[src/rtl/pc_update_unit.sv]
// Control-flow resolution for call/ret/branch with a hardware return-address
// stack; emits a one-cycle PC_update pulse with the resolved fetch target.
module pc_update_unit #(
  parameter int PC_WIDTH    = 16,
  parameter int STACK_DEPTH = 16,
  parameter int BRANCH_WAIT = 2
) (
  input  logic                clk,
  input  logic                rst,
  input  logic                call,
  input  logic                ret,
  input  logic                branch,
  input  logic [PC_WIDTH-1:0] ID_PC,
  input  logic [PC_WIDTH-1:0] target,
  input  logic                cond_true,
  output logic                PC_update,
  output logic                PC_load,
  output logic [PC_WIDTH-1:0] new_PC,
  output logic                busy,
  output logic                stack_err
);

  localparam int AW  = $clog2(STACK_DEPTH);
  localparam int SPW = AW + 1;
  localparam int CW  = (BRANCH_WAIT > 1) ? $clog2(BRANCH_WAIT) : 1;

  typedef enum logic [1:0] {
    S_IDLE,
    S_WAIT,
    S_UPDATE
  } state_t;

  typedef enum logic [1:0] {
    OP_CALL,
    OP_RET,
    OP_BR
  } op_t;

  state_t              state, state_n;
  op_t                 op, op_n;
  logic [CW-1:0]       cnt, cnt_n;
  logic [PC_WIDTH-1:0] pc_q, pc_n;
  logic [PC_WIDTH-1:0] tgt_q, tgt_n;
  logic                upd_n, load_n;
  logic [PC_WIDTH-1:0] npc_n;
  logic                push, pop;

  logic [PC_WIDTH-1:0] mem [STACK_DEPTH];
  logic [SPW-1:0]      sp;
  logic [AW-1:0]       wr_idx, rd_idx;
  logic                full, empty;
  logic [PC_WIDTH-1:0] ret_addr;

  assign wr_idx   = sp[AW-1:0];
  assign rd_idx   = wr_idx - 1'b1;
  assign full     = (sp == SPW'(STACK_DEPTH));
  assign empty    = (sp == '0);
  assign ret_addr = pc_q + 1'b1;

  always_ff @(posedge clk) begin
    if (rst) begin
      state     <= S_IDLE;
      op        <= OP_CALL;
      cnt       <= '0;
      pc_q      <= '0;
      tgt_q     <= '0;
      PC_update <= 1'b0;
      PC_load   <= 1'b0;
      new_PC    <= '0;
      busy      <= 1'b0;
    end else begin
      state     <= state_n;
      op        <= op_n;
      cnt       <= cnt_n;
      pc_q      <= pc_n;
      tgt_q     <= tgt_n;
      PC_update <= upd_n;
      PC_load   <= load_n;
      new_PC    <= npc_n;
      busy      <= (state_n != S_IDLE);
    end
  end

  always_comb begin
    state_n = state;
    op_n    = op;
    cnt_n   = cnt;
    pc_n    = pc_q;
    tgt_n   = tgt_q;
    upd_n   = 1'b0;
    load_n  = 1'b0;
    npc_n   = new_PC;
    push    = 1'b0;
    pop     = 1'b0;
    unique case (state)
      S_IDLE: begin
        if (call) begin
          op_n    = OP_CALL;
          pc_n    = ID_PC;
          tgt_n   = target;
          state_n = S_UPDATE;
          upd_n   = 1'b1;
          load_n  = 1'b1;
          npc_n   = target;
        end else if (ret) begin
          op_n    = OP_RET;
          pc_n    = ID_PC;
          tgt_n   = target;
          state_n = S_UPDATE;
          upd_n   = 1'b1;
          load_n  = 1'b1;
          // Underflow falls back to the reset vector
          npc_n   = empty ? '0 : mem[rd_idx];
        end else if (branch) begin
          op_n    = OP_BR;
          pc_n    = ID_PC;
          tgt_n   = target;
          cnt_n   = CW'(BRANCH_WAIT - 1);
          state_n = S_WAIT;
        end
      end
      S_WAIT: begin
        if (cnt == '0) begin
          state_n = S_UPDATE;
          upd_n   = 1'b1;
          load_n  = cond_true;
          npc_n   = cond_true ? tgt_q : ret_addr;
        end else begin
          cnt_n = cnt - 1'b1;
        end
      end
      S_UPDATE: begin
        state_n = S_IDLE;
        push    = (op == OP_CALL);
        pop     = (op == OP_RET);
      end
      default: state_n = S_IDLE;
    endcase
  end

  always_ff @(posedge clk) begin
    if (rst) begin
      sp        <= '0;
      stack_err <= 1'b0;
    end else if (push) begin
      if (full) stack_err <= 1'b1;
      else      sp        <= sp + 1'b1;
    end else if (pop) begin
      if (empty) stack_err <= 1'b1;
      else       sp        <= sp - 1'b1;
    end
  end

  // Stack contents deliberately survive reset
  always_ff @(posedge clk) begin
    if (!rst && push && !full)
      mem[wr_idx] <= ret_addr;
  end

endmodule

[config.mk]
export PLATFORM = sky130hd
export DESIGN_NAME = pc_update_unit
export DESIGN_NICKNAME = d
export VERILOG_FILES = /design/src/rtl/pc_update_unit.sv
export SDC_FILE = /design/constraint.sdc
export NUM_CORES = 1
export LEC_CHECK = 0
export CAP_MARGIN = 40
export CORE_MARGIN = 2
export CORE_UTILIZATION = 54
export CTS_BUF_LIST = sky130_fd_sc_hd__clkbuf_16
export CTS_CLUSTER_DIAMETER = 200
export DETAILED_ROUTE_END_ITERATION = 7
export PLACE_DENSITY_LB_ADDON = 0.15
export SYNTH_ARGS = -nofsm -noshare
export SYNTH_HDL_FRONTEND = slang
export SYNTH_SLANG_ARGS = --single-unit
[constraint.sdc]
create_clock -name clk -period 3.65 [get_ports clk]
set_input_delay 1.095 -clock clk [delete_from_list [all_inputs] [get_ports clk]]
set_output_delay 1.095 -clock clk [all_outputs]
set_load 0.005 [all_outputs]
# Yosys cells after proc, flatten, opt, wreduce, memory -nomap -nowiden

Memories as Yosys holds them, arrays and structs flattened.
Index checks and enable logic that the tools add are counted.

Bits in writable memories: 256
Word-level logic and storage cells: 89
Flip-flop bits (word level): 62
Memories: 1
Output and inout port bits: 20

Memories:

| name | words | bits a word | rd ports | clocked after memory_dff | wr ports | line | source |
|---|---|---|---|---|---|---|---|
| mem  | 16    | 16          | 1        | 0                        | 1        | 48   | `logic [PC_WIDTH-1:0] mem [STACK_DEPTH];` |

Multiplexer cells: 43
Equal/unequal tests: 12
$add $sub $neg: 5
Reduce and logical (&&, ||, !) cells: 17

Operators by type and width:

| operator              | count |
|---|---|
| $mux 16               | 11 |
| $pmux 16 s2           | 1 |
| $mux 5                | 4 |
| $add 16x1->16 const B | 1 |
| $mux 1                | 16 |
| $mux 2                | 7 |
| $ne 2x2->1 const B    | 6 |
| $reduce_and 3->1      | 3 |
| $reduce_bool 2->1     | 4 |
| $pmux 1 s2            | 3 |
| $add 5x1->5 const B   | 1 |
| $eq 5x5->1 const B    | 1 |
| $logic_not 5->1       | 1 |
| $sub 5x1->5 const B   | 1 |
| $eq 2x1->1 const B    | 2 |
| $logic_not 2->1       | 2 |
| $pmux 2 s2            | 1 |
| $reduce_and 4->1      | 1 |
| $sub 4x1->4 const B   | 1 |
| $ne 3x3->1 const B    | 1 |
| $reduce_bool 3->1     | 1 |
| $eq 2x2->1 const B    | 1 |
| $logic_and 1x1->1     | 2 |
| $logic_not 1->1       | 2 |
| other kinds (3)       | 3 |

# Logic depth before layout (Yosys ltp)

Word-level depth: 6
Depth in mapped cells: 13
Depth with buffers taken out: 9

# Worst setup path before layout

No wires, ideal clock.

Kind: flip-flop to flip-flop
Start point: reg sp[0]
End point: mem mem[3][0], enable pin
Period minus slack after synthesis: 3.584 ns
Arrival time: 3.175 ns
Setup slack: 0.066 ns
Path buffers: 2
Cell stages (with the launch flop): 8
Data required time: 3.241 ns
Cells stage by stage: dfxtp_1 -> buf_2 -> buf_4 -> clkinv_1 -> ha_1 -> a311oi_1 -> nand2_1 -> nor3_1

Cells in the longest elaborated chain, start to end: 5

RTL lines:

| what                         | line | source |
|---|---|---|
| start, declared              | 49   | `logic [SPW-1:0] sp;` |
| start signal, assigned       | 147  | `else sp <= sp + 1'b1;` |
| start signal, assigned       | 150  | `else sp <= sp - 1'b1;` |
| $eq 5x5->1                   | 56   | `assign full = (sp == SPW'(STACK_DEPTH));` |
| $logic_not 1->1              | 156  | `if (!rst && push && !full)` |
| $logic_and 1x1->1            | 156  |  |
| $mux 1                       | 156  |  |
| $mux 1 (not written as such) | 157  | `mem[wr_idx] <= ret_addr;` |
| end, declared                | 48   |  |

Parallel ways exist; a longest one is shown, timed or not.

# Worst setup path in the final report

Start point: reg sp[0]
End point: reg new_PC[11]

Cells in the longest elaborated chain, start to end: 6
Elaborated cells between the ends (all ways): 7
Classes of those cells: add/sub: 1; mux: 4; reduce/logical: 1; memory: 1

RTL lines:

| what                 | line | source |
|---|---|---|
| $sub 4x1->4          | 55   | `assign rd_idx = wr_idx - 1'b1;` |
| via rd_idx[0]        | 50   | `logic [AW-1:0] wr_idx, rd_idx;` |
| $mem_v2 16x16        | -    |  |
| $mux 16              | 113  | `npc_n = empty ? '0 : mem[rd_idx];` |
| $mux 16              | 105  | `end else if (ret) begin` |
| $mux 16              | 97   | `if (call) begin` |
| $pmux 16 s2          | 95   | `unique case (state)` |
| end signal, assigned | 79   | `new_PC <= npc_n;` |
| end, declared        | 18   | `output logic [PC_WIDTH-1:0] new_PC,` |

The timed path passes the listed nets, and every way through them passes these cells. The select of a mux whose other input is x is not followed.
A chain may end at the register's enable or synchronous reset.

==> flow_metrics.tcl <==
set metrics [dict create \
    maxSlewViolCount 0 \
    syn_nets 936 \
    p_per_area_mw_per_mm2 595 \
    cts_buffer_depth 3 \
    hold_viol 0 \
    nNetsFinal 1044 \
    crit_required_ns 4.00 \
    yosysMostFrequentCell "edfxtp_1" \
    grt_pass1_vias 8021 \
    ys_top_cells_by_count "edfxtp_1, nand2_1, dfxtp_1" \
    routabilityCongestion 0.848 \
    seq_area_frac_synth 0.688 \
    die_h_um 159 \
    rows 56 \
    slew_headroom 0.384 \
    cts_sinks 318 \
    area_growth_pct 18.2 \
    ant_nets 0 \
    drc 0 \
    postCtsHoldBufs 0 \
    fmax_mhz 322 \
    via_count 8095 \
    cts_tree "done" \
    grt_pass1_wl_um 49100 \
    synth_cells 888 \
    drt-total-wl_um 32600 \
    wl_per_cell_um 24.4 \
    synthArstFlopShare 0 \
    skew_ns 0.0106 \
    cts_buffers 35 \
    synth_top_area_cell "edfxtp_1" \
    startpoint_type "flip-flop" \
    fin_crit_sh 0.850 \
    synth.top_cell.area_share 0.592 \
    die_w_um 159 \
    grt_max_degree 62 \
    critPathMaxFanout 15 \
    insertion_delay_ns 0.51 \
    via_per_inst 6.04 \
    peakVddDrop_v 0.000488 \
    path_clk_slew_ns 0.06 \
    drt_iter0_markers 720 \
    fin_area_mm2 0.0154 \
    crit_path_end_kind "flip-flop" \
    synth_warnings 0 \
    core_area_mm2 0.0235 \
    yosysUniqueCellTypes 62 \
    dp_hpwl_um 20100 \
    crit_arrival_ns 3.45 \
    power.leakage_nw 5.33 \
    portBuffers 57 \
    synth_ff_type "edfxtp_1" \
    setup_tns_ns 0 \
    cts-resized-gates 0 \
    cts_setup_buffers 0 \
    htreeDepth 2 \
    grt_antenna_before_repair 0 \
    grt_overflow 0 \
    avgSynthCellArea_um2 14.6 \
    maxCapViolations 0 \
    floorplan.die_area_mm2 0.0253 \
    layout.filler_cells 1762 \
    worst_slew_pin_slew_ns 0.918 \
    min_path_type "flip-flop to flip-flop" \
    cts-root-buf "clkbuf_16" \
    critical_path_class "flip-flop to flip-flop" \
    initial_core_util 0.551 \
    synthTopCellsByArea "edfxtp_1, dfxtp_1, mux4_2" \
    ios 58 \
    post-route-min-period_ns 3.10 \
    diodes 0 \
    dpl_cell_area_mm2 0.0143 \
    rsz0062_at_grt "false" \
    drive_gt1_frac 0.183 \
    grt_use_total 0.261 \
    setup-violations-final 0 \
    status "finished clean" \
    drt_first_pass_iters 5 \
    synth-seq-cells 318 \
    synth_edf_count 256 \
    syn-cell-area_mm2 0.0130 \
]
## final timing paths
check          endpoint      start  slack (ns)  cells after the start
max reg2reg  new_PC[11]      sp[0]        0.55                     10
min           tgt_q[11]  tgt_q[11]        0.45                      2
min reg2reg   tgt_q[11]  tgt_q[11]        0.45                      2
max          new_PC[11]      sp[0]        0.55                     10
## cells by family (layout without fill, tap and decap cells)
group,count (synthesis),count (layout),share of synthesized area
flops,318,318,0.688
simple gates,274,274,0.0898
compound gates,131,131,0.0673
mux,74,74,0.106
buf+inv,59,192,0.0226
xor+xnor,22,22,0.0169
fa+ha+maj,10,10,0.0102
## cells in the final DEF, fill, tap and decap left out, types with 4 or more instances in the layout
master           count
clkinv_1            10
inv_1               15
nor3_1               8
nand3_1             21
mux2_2               6
clkbuf_16           35
a221oi_1             5
xor2_1               6
nand2_1            157
o21ai_0             10
nor3_2               4
nand2b_1             6
xnor2_1             14
mux4_2              42
clkdlybuf4s50_1     56
nor2_1              38
nand4_1             10
mux2i_1             20
nor2b_1              5
a21oi_1             58
edfxtp_1           256
mux4_1               6
a2111oi_0            9
o22ai_1              4
buf_4               61
dfxtp_1             61
a2111oi_1            4
a21o_1               6
a31oi_1              6
nor2_2              12
ha_1                 8
## routing by layer
| layer | routed length (um) | track usage | vias to the layer above |
|---|---|---|---|
| met5 | 0 | 0 | - |
| li1 | - | - | 3606 |
| met4 | 1040 | 0.0897 | 0 |
| met1 | 13300 | 0.360 | 4048 |
| met2 | 15600 | 0.423 | 365 |
| met3 | 2680 | 0.0479 | 76 |
## worst max-delay path: stages (launching register included)
cell	delay [ns]
dfxtp_4	0.41
clkinv_1	0.10
buf_4	0.19
ha_2	0.51
buf_4	0.30
buf_4	0.29
mux4_2	0.36
nand2_1	0.09
a21oi_1	0.06
a2111oi_0	0.51
a2111oi_1	0.10
## state kept, by name (all words and copies together), names as in the netlist
signal	flops
stack_err	1
state	2
busy	1
new_PC	16
PC_load	1
sp	5
PC_update	1
pc_q	16
mem	256
tgt_q	16
op	2
cnt	1
## cell type report
type	count	area [um^2]	area share
sequential	318	8930	0.582
multi-input combinational	511	3830	0.250
timing repair buffer	121	1080	0.0705
clock buffer	35	876	0.0570
tap	319	399	0.0260
clock inverter	27	195	0.0127
inverter	9	33.8	0.00220
## through the flow
stage / cells / hold WS (ns) / util / worst slack, ns / power (mW)
2_1_floorplan: 888 / 0.431 / - / 0.0659 / 5.32
3_3_place_gp: 1273 / 0.438 / 0.604 / 0.391 / 5.87
3_5_place_dp: 1278 / 0.447 / 0.607 / 0.350 / 5.90
4_1_cts: 1340 / 0.455 / 0.652 / 0.540 / 9.20
5_1_grt: 1340 / 0.471 / 0.652 / 0.414 / 9.49
6_report: 1340 / 0.454 / 0.652 / 0.546 / 9.14
## power breakdown
group,internal (mW),switching (mW)
logic,0.740,0.976
clock network,1.95,1.35
registers,4.04,0.0821
No activity file was read; power rests on OpenSTA's default activity.
